[config.mk]
export PLATFORM = sky130hd
export DESIGN_NAME = ps2_key_decoder
export DESIGN_NICKNAME = d
export VERILOG_FILES = /design/src/rtl/ps2_key_decoder.sv
export SDC_FILE = /design/constraint.sdc
export NUM_CORES = 1
export LEC_CHECK = 0
export BUFFER_PORTS_ARGS = -buffer_cell sky130_fd_sc_hd__buf_2
export CAP_MARGIN = 20
export CORE_MARGIN = 5
export CORE_UTILIZATION = 40
export CTS_BUF_LIST = sky130_fd_sc_hd__clkbuf_8
export DETAILED_ROUTE_END_ITERATION = 8
export GPL_TIMING_DRIVEN = 0
export PLACE_DENSITY = 0.65
export SETUP_SLACK_MARGIN = 0.15
export SLEW_MARGIN = 5
export SYNTH_ARGS = -nofsm -noshare
export SYNTH_HDL_FRONTEND = slang
export SYNTH_SLANG_ARGS = --single-unit
[constraint.sdc]
create_clock -name clk -period 3.45 [get_ports clk]
set_input_delay 0.345 -clock clk [delete_from_list [all_inputs] [get_ports clk]]
set_output_delay 0.345 -clock clk [all_outputs]
set_load 0.02 [all_outputs]
[src/rtl/ps2_key_decoder.sv]
// rtl/ps2_key_decoder.sv - PS/2 keyboard receiver and make/break decoder
// Turns raw PS/2 pin activity into per-key held levels plus a one-cycle event strobe.
module ps2_key_decoder #(
    parameter int FILTER_LEN = 8,
    parameter int TIMEOUT    = 50000
) (
    input  logic         clk,
    input  logic         rst,
    input  logic         PS2_CLK,
    input  logic         PS2_DATA,
    output logic [511:0] key_down,
    output logic [8:0]   last_change,
    output logic         key_valid,
    output logic         frame_err
);
    localparam int FW = $clog2(FILTER_LEN + 1);
    localparam int TW = $clog2(TIMEOUT + 1);

    typedef enum logic [1:0] {RX_IDLE, RX_BITS, RX_CHECK} rx_state_t;
    typedef enum logic [1:0] {C_IDLE, C_EXT, C_BRK, C_EXT_BRK} code_state_t;

    logic          r_clk_s1, r_clk_s2, r_dat_s1, r_dat_s2;
    logic          r_clk_filt, r_clk_filt_d;
    logic [FW-1:0] r_filt_cnt;
    rx_state_t     r_rx_state;
    logic [3:0]    r_bit_cnt;
    logic [10:0]   r_shift;
    logic [TW-1:0] r_to_cnt;
    logic          r_frame_err;
    code_state_t   r_code_state;
    logic [511:0]  r_key_down;
    logic [8:0]    r_last_change;
    logic          r_key_valid;

    logic          w_fall;
    logic          w_frame_ok;
    logic [7:0]    w_byte;
    logic          w_ext;
    logic          w_brk;
    logic          w_ignored;
    logic [8:0]    w_code;

    assign w_fall     = r_clk_filt_d & ~r_clk_filt;
    assign w_frame_ok = (r_rx_state == RX_CHECK) && !r_shift[0] && r_shift[10] && (^r_shift[9:1]);
    assign w_byte     = r_shift[8:1];
    assign w_ext      = (r_code_state == C_EXT) || (r_code_state == C_EXT_BRK);
    assign w_brk      = (r_code_state == C_BRK) || (r_code_state == C_EXT_BRK);
    assign w_code     = {w_ext, w_byte};
    assign w_ignored  = (r_code_state == C_IDLE) &&
                        ((w_byte == 8'hAA) || (w_byte == 8'hFA) || (w_byte == 8'hFE) ||
                         (w_byte == 8'h00) || (w_byte == 8'hFF));

    assign key_down    = r_key_down;
    assign last_change = r_last_change;
    assign key_valid   = r_key_valid;
    assign frame_err   = r_frame_err;

    // Synchronizers idle high so a reset never manufactures a falling edge.
    always_ff @(posedge clk) begin
        if (!rst) begin
            r_clk_s1     <= 1'b1;
            r_clk_s2     <= 1'b1;
            r_dat_s1     <= 1'b1;
            r_dat_s2     <= 1'b1;
            r_clk_filt   <= 1'b1;
            r_clk_filt_d <= 1'b1;
            r_filt_cnt   <= '0;
        end else begin
            r_clk_s1     <= PS2_CLK;
            r_clk_s2     <= r_clk_s1;
            r_dat_s1     <= PS2_DATA;
            r_dat_s2     <= r_dat_s1;
            r_clk_filt_d <= r_clk_filt;
            if (r_clk_s2 == r_clk_filt) begin
                r_filt_cnt <= '0;
            end else if (r_filt_cnt == FW'(FILTER_LEN - 1)) begin
                r_clk_filt <= r_clk_s2;
                r_filt_cnt <= '0;
            end else begin
                r_filt_cnt <= r_filt_cnt + 1'b1;
            end
        end
    end

    always_ff @(posedge clk) begin
        if (!rst) begin
            r_rx_state  <= RX_IDLE;
            r_bit_cnt   <= '0;
            r_shift     <= '0;
            r_to_cnt    <= '0;
            r_frame_err <= 1'b0;
        end else begin
            r_frame_err <= 1'b0;
            case (r_rx_state)
                RX_IDLE: begin
                    r_to_cnt <= '0;
                    if (w_fall) begin
                        if (r_dat_s2) begin
                            r_frame_err <= 1'b1;
                        end else begin
                            r_shift    <= {r_dat_s2, r_shift[10:1]};
                            r_bit_cnt  <= 4'd1;
                            r_rx_state <= RX_BITS;
                        end
                    end
                end
                RX_BITS: begin
                    if (w_fall) begin
                        r_shift  <= {r_dat_s2, r_shift[10:1]};
                        r_to_cnt <= '0;
                        if (r_bit_cnt == 4'd10) begin
                            r_rx_state <= RX_CHECK;
                        end else begin
                            r_bit_cnt <= r_bit_cnt + 4'd1;
                        end
                    end else if (r_to_cnt == TW'(TIMEOUT - 1)) begin
                        r_frame_err <= 1'b1;
                        r_rx_state  <= RX_IDLE;
                    end else begin
                        r_to_cnt <= r_to_cnt + 1'b1;
                    end
                end
                default: begin
                    if (!w_frame_ok) begin
                        r_frame_err <= 1'b1;
                    end
                    r_rx_state <= RX_IDLE;
                end
            endcase
        end
    end

    // Consumes the accepted byte in RX_CHECK directly, so key_valid lands two cycles after the last edge.
    always_ff @(posedge clk) begin
        if (!rst) begin
            r_code_state  <= C_IDLE;
            r_key_down    <= '0;
            r_last_change <= '0;
            r_key_valid   <= 1'b0;
        end else begin
            r_key_valid <= 1'b0;
            if (w_frame_ok) begin
                if (w_byte == 8'hE0) begin
                    if (r_code_state == C_IDLE) begin
                        r_code_state <= C_EXT;
                    end else if (r_code_state == C_BRK) begin
                        r_code_state <= C_EXT_BRK;
                    end
                end else if (w_byte == 8'hF0) begin
                    if (r_code_state == C_IDLE) begin
                        r_code_state <= C_BRK;
                    end else if (r_code_state == C_EXT) begin
                        r_code_state <= C_EXT_BRK;
                    end
                end else if (!w_ignored) begin
                    r_key_down[w_code] <= ~w_brk;
                    r_last_change      <= w_code;
                    r_key_valid        <= 1'b1;
                    r_code_state       <= C_IDLE;
                end
            end
        end
    end
endmodule
### Yosys cells after proc, flatten, opt, wreduce, memory -nomap -nowiden

Cells that the tools add are included.

| operators by class | value |
|---|---|
| $add $sub $neg | 3 |
| $mul | 0 |
| div/mod/pow operators | 0 |
| magnitude comparators | 2 |
| eq/ne operators | 25 |
| shift-type cells | 0 |
| multiplexer cells | 35 |
| bitwise logic cells | 9 |
| reduce and logical (&&, ||, !) cells | 26 |

Operators with widths:

| kind | number |
|---|---|
| $bwmux W512 | 1 |
| $eq A8 B8 Y1 const B | 6 |
| $mux W11 | 3 |
| $mux W16 | 2 |
| $pmux W16 S2 | 1 |
| $mux W2 | 12 |
| $pmux W11 S2 | 1 |
| $add A16 B1 Y16 const B | 1 |
| $eq A16 B16 Y1 const B | 1 |
| $mux W4 | 4 |
| $reduce_and A4 Y1 | 4 |
| $ne A3 B3 Y1 const B | 4 |
| $lt A9 B10 Y1 const B | 1 |
| $demux W1 S9 | 1 |
| $ge A9 B1 Y1 const B | 1 |
| $reduce_xor A9 Y1 | 1 |
| $add A4 B1 Y4 const B | 2 |
| $logic_not A8 Y1 | 1 |
| $ne A2 B2 Y1 const B | 4 |
| $not A1 Y1 | 8 |
| $pmux W4 S2 | 1 |
| $mux W1 | 7 |
| $eq A2 B2 Y1 const B | 3 |
| $logic_or A1 B1 Y1 | 6 |
| other kinds (17) | 24 |

| storage, ports and cells | value |
|---|---|
| register bits | 568 |
| latch bits | 0 |
| RAM bits | 0 |
| ROM bits | 0 |
| output and inout port bits | 523 |
| logic and storage cells | 116 |
| memories kept | 0 |

### Depth between registers and ports, before layout

Gate-level depths: netlist (run 1).

| logic depth | value |
|---|---|
| depth in word-level cells | 9 |
| mapped depth | 11 |

### Worst setup path before layout (run 1)

No wires, ideal clock.

| timing path | value |
|---|---|
| path kind | register to register |
| start point | reg r_shift[3] |
| end point | reg r_key_down[480], in the netlist key_down[480] |
| data arrival time | 2.232 ns |
| required time | 3.325 ns |
| slack | 1.094 ns |
| stages on the path, launching flop included | 11 |
| period minus slack after synthesis | 2.356 ns |
| path through | dfxtp_1 -> inv_1 -> ha_1 -> xnor3_1 -> xnor2_1 -> nand2_1 -> buf_2 -> buf_2 -> buf_2 -> o41ai_1 -> nor2_1 |

| on the way | value |
|---|---|
| word-level cells in the longest chain between the ends | 8 |

Ends and longest elaborated chain:

| element | line | text |
|---|---|---|
| start: declaration | 27 | `logic [10:0] r_shift;` |
| start signal: assignment | 101 | `r_shift <= {r_dat_s2, r_shift[10:1]};` |
| start signal: assignment | 109 | `r_shift <= {r_dat_s2, r_shift[10:1]};` |
| branches (longest 8 deep; another with $lt A9 B10 Y1) | - |  |
| end signal: indexed assignment | 156 | `r_key_down[w_code] <= ~w_brk;` |
| end: declaration | 31 | `logic [511:0] r_key_down;` |

Several ways; the timed one is not identified.
A chain may end at the register's enable or synchronous reset.

### Final worst setup path (run 1)

| timing path | value |
|---|---|
| start point | reg r_shift[3] |
| end point | reg r_key_down[468], in the netlist key_down[468] |

Same word-level chain as after synthesis.

==> impl_metrics.ini, run 1 <==
[status]
outcome = finished, final reports clean

[clocking]
cts_buffer_depth = 3
path_clk_slew_ns = 0.06
cts_tree = done
clk_latency_ns = 0.72
clock-sinks = 568
root_buffer = clkbuf_8
postCtsSetupRepairBufs = 0
cts_max_level = 3
cts_buffers = 101

[critical_path]
path_common_cell = buf_2
cp-end-kind = flop
rr_endpoint = key_down[468]
slowest_stage = o41ai_1
reg2reg_slack_ns = 0.31
crit_chain = inv_1 -> ha_1 -> xnor3_1 -> xnor2_1 -> nand2_2 -> clkbuf_4 -> buf_2 -> buf_2 -> o41ai_1 -> nor2_1
crit_type = flop to flop
crit_end = key_down[468]
worst_path_largest_cell_delay_ns = 0.56
r2r_start = r_shift[3]
required_ns = 4.01
crit_cells = 10
r2r_cells = 10
critPathLaunchType = flop
cp_top_family = buffers and inverters
arrival_ns = 3.71
path_max_fanout = 10
cp-startpoint = r_shift[3]
critPathBufInv = 4

[drt]
postRouteAntennaNets = 0
viasPerCell = 5.54
firstDrtPassIters = 6
drt-total-wl_um = 110000
routedWlPerCell_um = 24.4
via_count = 25000
drt_iter0_drc = 2047
drc = 0

[global_routing]
grt_max_degree = 16
antenna_found_initial = 2
grt.total_usage_pct = 27.6
grt_pass1_vias = 24100
grt.overflow.total = 0
grt_pass1_wl_um = 159000

[logic_synthesis]
ys_seq_area_share_pct = 40.3
syn-cell-area_um2 = 28200
synth_flop_cell = dfxtp_1
synthesis.nets = 2843
synth.distinct_cells = 54
synth_edf_count = 0
synth-seq-cells = 568
async_flop_share_pct = 0
yosys_warnings = 0
avgSynthCellArea_um2 = 10.0
synthCells = 2820

[floorplanning]
coreArea_um2 = 70000
die_w_um = 276
dieHeight_um = 276
initial_utilization_pct = 40.3
ios = 527
dieArea_um2 = 75900
num_rows = 97

[placement]
place_area_um2 = 32700
pre_cts_slack_ns = -0.0143
dp_cells = 4329
routabilityCongestion = 0.974
place_hpwl_um = 81700
port_buffers = 525

[sta]
fmax_mhz = 318
max_slew_margin_pct = 19.1
setup_viol = 0
report.final.hold_viol_count = 0
rsz0062_at_grt = no
fin_crit_ns = 3.14
setup_ws_ns = 0.308
clock_skew_ns = 0.0302
worstMarginPinSlew_ns = 1.21
slew_violations = 0
fin_crit_sh_pct = 91.1

[layout]
drive_gt1_share_pct = 36.0
fillers = 6565
areaGrowthSynthToFinish_pct = 24.0
final_cells = 4518
nNetsFinal = 3519
regArea_um2 = 11400
postLayoutCellArea_um2 = 35000
multi_input_area_um2 = 15000

[hold_path]
hold_start = PS2_CLK
min_path_type = input pin to flop

[power]
intPower_mw = 10.5
ir_worst_vdd_mv = 0.277
p_leak_nw = 12.0
switchingPower_mw = 3.29
p_per_area_nw_per_um2 = 393
clockPowerShare_pct = 50.1
p_sw_share_pct = 23.9
seqPwrFrac_pct = 47.7
pwr-share-comb_pct = 2.2

[flow_run]
cap_violations = 0
-- kinds of logic (layout without fill, tap and decap cells) --
group	count (synthesis)	after routing	share of synthesized area, %
compound gates	148	148	3.78
xor+xnor	16	16	0.546
fa+ha+maj	19	19	0.843
buf+inv	364	1121	6.68
flops	568	568	40.3
mux	467	467	16.6
other cells	0	1	0
simple gates	1238	1238	31.3
-- placed cells by master, fill, tap and decap left out, types with 9 or more instances in the layout --
cell,count
buf_6,63
buf_2,574
nor4_1,36
buf_1,32
nor2b_1,9
nor2_1,70
buf_8,38
clkbuf_1,204
clkbuf_8,126
a21boi_0,11
ha_1,19
a31oi_1,50
nand2b_1,13
xor2_1,9
inv_1,37
a21oi_1,9
clkinv_2,18
nor4_2,432
o41ai_1,48
mux2i_1,466
nor3_1,52
o21ai_1,9
nand2_1,543
nand4_1,12
dfxtp_1,566
nand3_1,43
-- final cells by class --
type	instances	share of cell area (%)
clock inverters	58	1.38
repair buffers	573	9.60
flip-flops and latches	568	32.5
diodes	1	0.00715
inverters	12	0.129
plain buffers	352	5.28
multi-input cells	1888	42.8
well taps	940	3.36
clock buffers	126	4.96
-- power by group through the flow --
stage	Combinational, mW	Sequential [mW]	Clock [mW]
after CTS	0.297	6.56	7.01
after detailed placement	0.295	6.71	0
after floorplan	0.190	6.71	0
final	0.300	6.56	6.89
after global placement	0.297	6.71	0
after global routing	0.325	6.56	7.31
-- per-stage QoR --
| stage | util (%) | power, mW | hold slack (ns) | setup TNS, ns |
|---|---|---|---|---|
| 2_1_floorplan | - | 6.90 | 0.386 | 0 |
| 3_3_place_gp | 45.7 | 7.00 | 0.393 | 0 |
| 4_1_cts | 49.9 | 13.9 | 0.328 | 0 |
| 5_1_grt | 50.0 | 14.2 | 0.367 | 0 |
| 3_5_place_dp | 46.7 | 7.00 | 0.396 | -0.0214 |
| 6_report | 50.0 | 13.8 | 0.386 | 0 |
-- repair_timing --
action | 4_1_cts | 5_1_grt
resized for setup | 1 | 8
endpoints found under the setup margin | 27 | 43
hold endpoints to repair | 2 | 0
hold buffers | 2 | 0
-- Yosys cell counts (2+ instances only) --
| library cell | instances | share of area [%] |
|---|---|---|
| dfxtp_1 | 568 | 40 |
| nand2_1 | 544 | 7.2 |
| mux2i_1 | 466 | 17 |
| nor4_2 | 432 | 19 |
| clkbuf_1 | 205 | 2.7 |
| nor2_1 | 70 | 0.93 |
| buf_6 | 58 | 2.3 |
| nor3_1 | 52 | 0.92 |
| buf_2 | 51 | 0.91 |
| a31oi_1 | 50 | 1.1 |
| o41ai_1 | 49 | 1.5 |
| nand3_1 | 43 | 0.76 |
| nor4_1 | 36 | 0.80 |
| buf_1 | 33 | 0.44 |
| ha_1 | 19 | 0.84 |
| nand2b_1 | 13 | 0.29 |
| nand4_1 | 12 | 0.27 |
| a21boi_0 | 11 | 0.29 |
| inv_1 | 10 | 0.13 |
| nor2b_1 | 10 | 0.22 |
| a21oi_1 | 9 | 0.16 |
| o21ai_1 | 9 | 0.16 |
| xor2_1 | 9 | 0.28 |
| and3_1 | 6 | 0.13 |
| xnor2_1 | 6 | 0.19 |
| buf_4 | 5 | 0.13 |
| o21ai_0 | 5 | 0.089 |
| and2_1 | 4 | 0.089 |
| nor3b_1 | 4 | 0.11 |
| a22oi_1 | 3 | 0.080 |
| nor2_2 | 3 | 0.067 |
| inv_2 | 2 | 0.027 |
| o211ai_1 | 2 | 0.053 |
-- registers in the layout, indices dropped and copies added (netlist names) --
name / count
key_down: 512
r_shift: 11
frame_err: 1
r_dat_s1: 1
r_clk_s2: 1
r_clk_filt_d: 1
r_clk_filt: 1
last_change: 9
r_dat_s2: 1
r_code_state: 2
key_valid: 1
r_filt_cnt: 4
r_rx_state: 2
r_bit_cnt: 4
r_clk_s1: 1
r_to_cnt: 16
-- routing by layer --
metal / wire length (µm) / track usage [%]
met2: 50300 / 44.6
met3: 10200 / 7.62
met1: 44900 / 34.9
met4: 4700 / 11.0
met5: 0 / 0
-- tightest hold or removal path: cells and delay by family --
| kind | cells | cell delay [ns] |
|---|---|---|
| AND/OR/NAND/NOR | 1 | 0.08 |
| buffers and inverters | 2 | 0.63 |
-- worst min-delay path by stage --
stage	to	slack, ns	cells past startpoint
floorplan	r_clk_s2	0.39	1
global placement	r_clk_s2	0.39	1
detailed placement	r_dat_s2	0.40	1
CTS	r_clk_s1	0.33	3
global route	r_dat_s1	0.37	3
finish	r_clk_s1	0.39	3
No activity file was read; power rests on OpenSTA's default activity.
==> inputs of run 2 (changes only) <==
- BUFFER_PORTS_ARGS: -buffer_cell sky130_fd_sc_hd__buf_2 -> -buffer_cell sky130_fd_sc_hd__buf_4
==> run 2 against run 1 <==
Non-clock buffer count decreased by 4; highest routed layer unchanged; cell count hardly changed; critical path type unchanged; via count fell by 0.65%; sequential power is essentially flat; clock skew is 0.0018 ns higher; worst hold slack better by 0.012 ns; die area stayed put; maximum frequency down 0.62%; register-to-register slack got worse by 0.02 ns; worst setup slack got worse by 0.020 ns.
==> impl_metrics.ini, run 2 (synthesis results as in run 1) <==
[floorplanning]
die_w_um = 276
coreArea_um2 = 70000
ios = 527
dieHeight_um = 276
num_rows = 97
initial_utilization_pct = 40.3
dieArea_um2 = 75900

[sta]
setup_ws_ns = 0.288
fin_crit_ns = 3.16
setup_tns_ns = 0
setup_viol = 0
fin_crit_sh_pct = 91.7
slew_violations = 0
rsz0062_at_grt = no
max_slew_margin_pct = 12.7
report.final.hold_viol_count = 0
fmax_mhz = 316
clock_skew_ns = 0.0320
holdWs_ns = 0.398
worstMarginPinSlew_ns = 1.31

[layout]
mostFrequentLayoutCells = 568 x dfxtp_1, 544 x nand2_1, 531 x buf_4
nNetsFinal = 3517
mostFrequentLayoutCell = dfxtp_1
drive_gt1_share_pct = 35.8
fin_util_pct = 51.7
areaGrowthSynthToFinish_pct = 28.5
largest_reg_flops = 512
final_cells = 4519
postLayoutCellArea_um2 = 36200

[placement]
pre_cts_slack_ns = 0.0931
routabilityCongestion = 0.974
dp_cells = 4326
place_hpwl_um = 82200
place_area_um2 = 34000
port_buffers = 525

[drt]
via_count = 24900
drt-total-wl_um = 111000
postRouteAntennaNets = 0
firstDrtPassIters = 7
drt_iter0_drc = 2306
viasPerCell = 5.50
drc = 0
routedWlPerCell_um = 24.5

[hold_path]
hold_start = PS2_CLK
hold_path_depth = 3
min_path_type = input pin to flop
whs_endpoint = r_clk_s1

[global_routing]
grt_max_degree = 15
grt_pass1_vias = 24100
grt_pass1_wl_um = 159000
grt.total_usage_pct = 27.8
grt.overflow.total = 0
antenna_found_initial = 1

[clocking]
postCtsSetupRepairBufs = 0
cts_buffer_depth = 3
cts_tree = done
clk_latency_ns = 0.71
root_buffer = clkbuf_8
cts_max_level = 3
cts_buffers = 103
path_clk_slew_ns = 0.06
clock-sinks = 568

[power]
ir_worst_vdd_mv = 0.245
post-layout-total-power_mw = 13.7
p_per_area_nw_per_um2 = 377
p_leak_nw = 11.9

[critical_path]
r2r_cells = 7
r2r_start = r_shift[5]
slowest_stage = nor2b_1
reg2reg_slack_ns = 0.29
required_ns = 4.07
worst_path_largest_cell_delay_ns = 0.65
path_max_fanout = 10
cp-end-kind = flop
critPathLaunchType = flop
rr_endpoint = key_down[249]
crit_type = flop to flop
crit_chain = ha_1 -> clkbuf_1 -> nor2b_1 -> nand2_1 -> buf_1 -> nor4_2 -> mux2i_1
arrival_ns = 3.78

[flow_run]
cap_violations = 0

[status]
outcome = finished, final reports clean
-- run 2: cell types whose count changed in the layout (fill, tap and decap cells not counted), moves of 4 or more --
cell      delta
inv_1        +4
buf_4      +526
buf_2      -524
clkbuf_8     +7
buf_8        -5
-- run 2: routing by layer --
layer	up-vias	wire, µm	GRT usage, %
met5	-	0	0
met1	12000	45400	35.8
met4	0	4660	11.4
met3	240	10200	7.50
li1	11500	-	-
met2	1081	50600	44.2
-- run 2: timing repair --
item	4_1_cts	5_1_grt
gates resized for setup	1	5
setup endpoints to repair	5	29
hold endpoints to repair	2	0
gates cloned	0	0
hold buffers	2	0
pin swaps	0	0
-- run 2: layout make-up --
class | count | area, µm²
antenna | 1 | 2.50
buffer | 352 | 1840
clock buffer | 133 | 1830
clock inverter | 56 | 368
fill | 6496 | 33800
inverter | 12 | 45.0
multi-input combinational | 1888 | 15000
sequential | 568 | 11400
tap | 940 | 1180
timing repair buffer | 569 | 4620
-- run 2: critical path: cells and delay by family, from the launching register on --
kind | cells | cell delay, ns
adders and majority gates | 1 | 0.18
buffers and inverters | 2 | 0.86
and+or+nand+nor | 3 | 1.39
DFF | 1 | 0.44
muxes | 1 | 0.23
-- run 2: how the worst max path moves through the flow --
stage	cells past startpoint	to	slack, ns	startpoint
floorplan	10	key_down[480]	1.09	r_shift[3]
global placement	8	key_down[233]	0.1	r_shift[5]
detailed placement	8	key_down[233]	0.09	r_shift[5]
CTS	10	r_code_state[1]	0.25	r_shift[3]
global route	10	key_down[0]	0.16	r_shift[3]
finish	7	key_down[249]	0.29	r_shift[5]
-- run 2: power breakdown --
group / internal [mW] / switching, mW / total, mW
registers: 6.56 / 0.00113 / 6.56
clock network: 3.77 / 3.03 / 6.79
logic: 0.0620 / 0.240 / 0.302
==> inputs of run 3 (changes only) <==
- PLACE_DENSITY: 0.65 -> 0.67
- RECOVER_POWER: unset -> 100
- clock period: 3.45 -> 2.7 ns (I/O delays scaled with it)
==> run 3 against run 2 <==
The flow now finishes with violations (setup timing); utilization rose by 6.9 points; maximum frequency grew 13%; total power up 22%; clock-buffer cell count is 15 lower; global-route usage grew 0.85 points; critical path depth is 5 higher; flip-flop and latch count unchanged.
==> impl_metrics.ini, run 3 (synthesis results as in run 1) <==
[status]
outcome = complete, but fails checks
violations = setup timing

[power]
p_per_area_nw_per_um2 = 405
ir_worst_vdd_mv = 0.443
p_leak_nw = 16.9

[placement]
routabilityCongestion = 0.955
place_hpwl_um = 82300
port_buffers = 525

[floorplanning]
die_w_um = 276
ios = 527
num_rows = 97
dieHeight_um = 276
coreArea_um2 = 70000
dieArea_um2 = 75900
initial_utilization_pct = 40.3

[clocking]
clk_latency_ns = 0.73
cts_max_level = 3
cts_buffer_depth = 3
cts_buffers = 99
root_buffer = clkbuf_8
clock-sinks = 568
cts_tree = done
path_clk_slew_ns = 0.06

[global_routing]
grt.total_usage_pct = 28.6
antenna_found_initial = 2
grt.overflow.total = 0
grt_max_degree = 15
grt_pass1_vias = 24800
grt_pass1_wl_um = 165000

[sta]
slew_violations = 0
setup_viol = 47
max_slew_margin_pct = 26.2
clock_skew_ns = 0.0657
fmax_mhz = 358
holdWs_ns = 0.310
fin_crit_ns = 2.79
report.final.hold_viol_count = 0
rsz0062_at_grt = yes
worstMarginPinSlew_ns = 1.11
setup_ws_ns = -0.0905
fin_crit_sh_pct = 103

[drt]
postRouteAntennaNets = 0
routedWlPerCell_um = 26.6
drt_iter0_drc = 2429
via_count = 26400
top_layer = met4
route.met2.wl_um = 56300
m1WireLength_um = 48800
drt-total-wl_um = 122000
wl_met3_um = 10800
viasPerCell = 5.75
firstDrtPassIters = 6
drc = 0

[critical_path]
path_max_fanout = 10
critPathLaunchType = flop
cp-end-kind = flop
crit_type = flop to flop
required_ns = 3.31
arrival_ns = 3.40

[layout]
drive_gt1_share_pct = 28.5
multi_input_area_um2 = 19000
mostFrequentLayoutCells = 686 x clkbuf_1, 560 x dfxtp_1, 528 x nand2_1
areaGrowthSynthToFinish_pct = 45.7
fin_util_pct = 58.7
largest_reg_flops = 512
regArea_um2 = 11400
mostFrequentLayoutCell = clkbuf_1
nNetsFinal = 3607
fillers = 5951

[flow_run]
cap_violations = 0

[hold_path]
min_path_type = input pin to flop
run 3: timing repair:
item                                    4_1_cts  5_1_grt
gates resized for setup                     472      541
setup buffers                                21       19
cloned                                        8       45
hold endpoints to repair                      2        0
hold buffers                                  2        0
pin swaps                                    28      188
endpoints found under the setup margin      525      523
run 3: layout make-up:
class / instances / share of cell area, %
diodes: 1 / 0.00609
plain buffers: 352 / 8.02
clock buffers: 118 / 3.95
clock inverters: 48 / 0.624
inverters: 12 / 0.122
multi-input cells: 1888 / 46.2
flip-flops and latches: 568 / 27.8
well taps: 940 / 2.86
repair buffers: 663 / 10.5
run 3: per-stage QoR:
| step | cells | setup TNS (ns) | area (µm²) | power, mW | worst slack [ns] |
|---|---|---|---|---|---|
| 3_3_place_gp | 4285 | -171.65 | 33300 | 8.95 | -0.595 |
| 4_1_cts | 4525 | 0 | 39100 | 16.7 | 0.0516 |
| 3_5_place_dp | 4328 | -184.75 | 34000 | 8.95 | -0.601 |
| 5_1_grt | 4590 | -3.38 | 41100 | 17.1 | -0.108 |
| 6_report | 4590 | -0.726 | 41100 | 16.6 | -0.0905 |
| 2_1_floorplan | 2820 | 0 | 28200 | 8.81 | 0.344 |
run 3: worst paths after layout:
kind / from / to / slack (ns) / depth (start not counted)
hold / removal: PS2_CLK / r_clk_s1 / 0.31 / 3
setup reg to reg: r_shift[1] / key_down[417] / -0.09 / 12
setup / recovery: r_shift[1] / key_down[417] / -0.09 / 12
hold reg to reg: r_clk_s1 / r_clk_s2 / 0.41 / 1
run 3: worst max-delay path: stages, from the launching register on:
cell,delay [ns]
dfxtp_4,0.36
inv_4,0.04
ha_4,0.23
xnor3_1,0.36
xnor2_2,0.22
nand2_4,0.13
buf_12,0.17
buf_12,0.15
buf_16,0.18
buf_16,0.19
buf_6,0.13
nor4_4,0.21
mux2i_1,0.27
run 3: power breakdown:
group | leakage, nW | internal [mW] | switching (mW)
Sequential | 4.58 | 8.38 | 0.00127
Combinational | 11.2 | 0.116 | 0.330
Clock | 1.09 | 4.03 | 3.78
run 3: metal layers:
| layer | global-route usage (%) | vias to the layer above |
|---|---|---|
| li1 | - | 11700 |
| met1 | 36.7 | 13000 |
| met2 | 45.5 | 1324 |
| met3 | 7.49 | 376 |
| met4 | 12.7 | 0 |
| met5 | 0 | - |
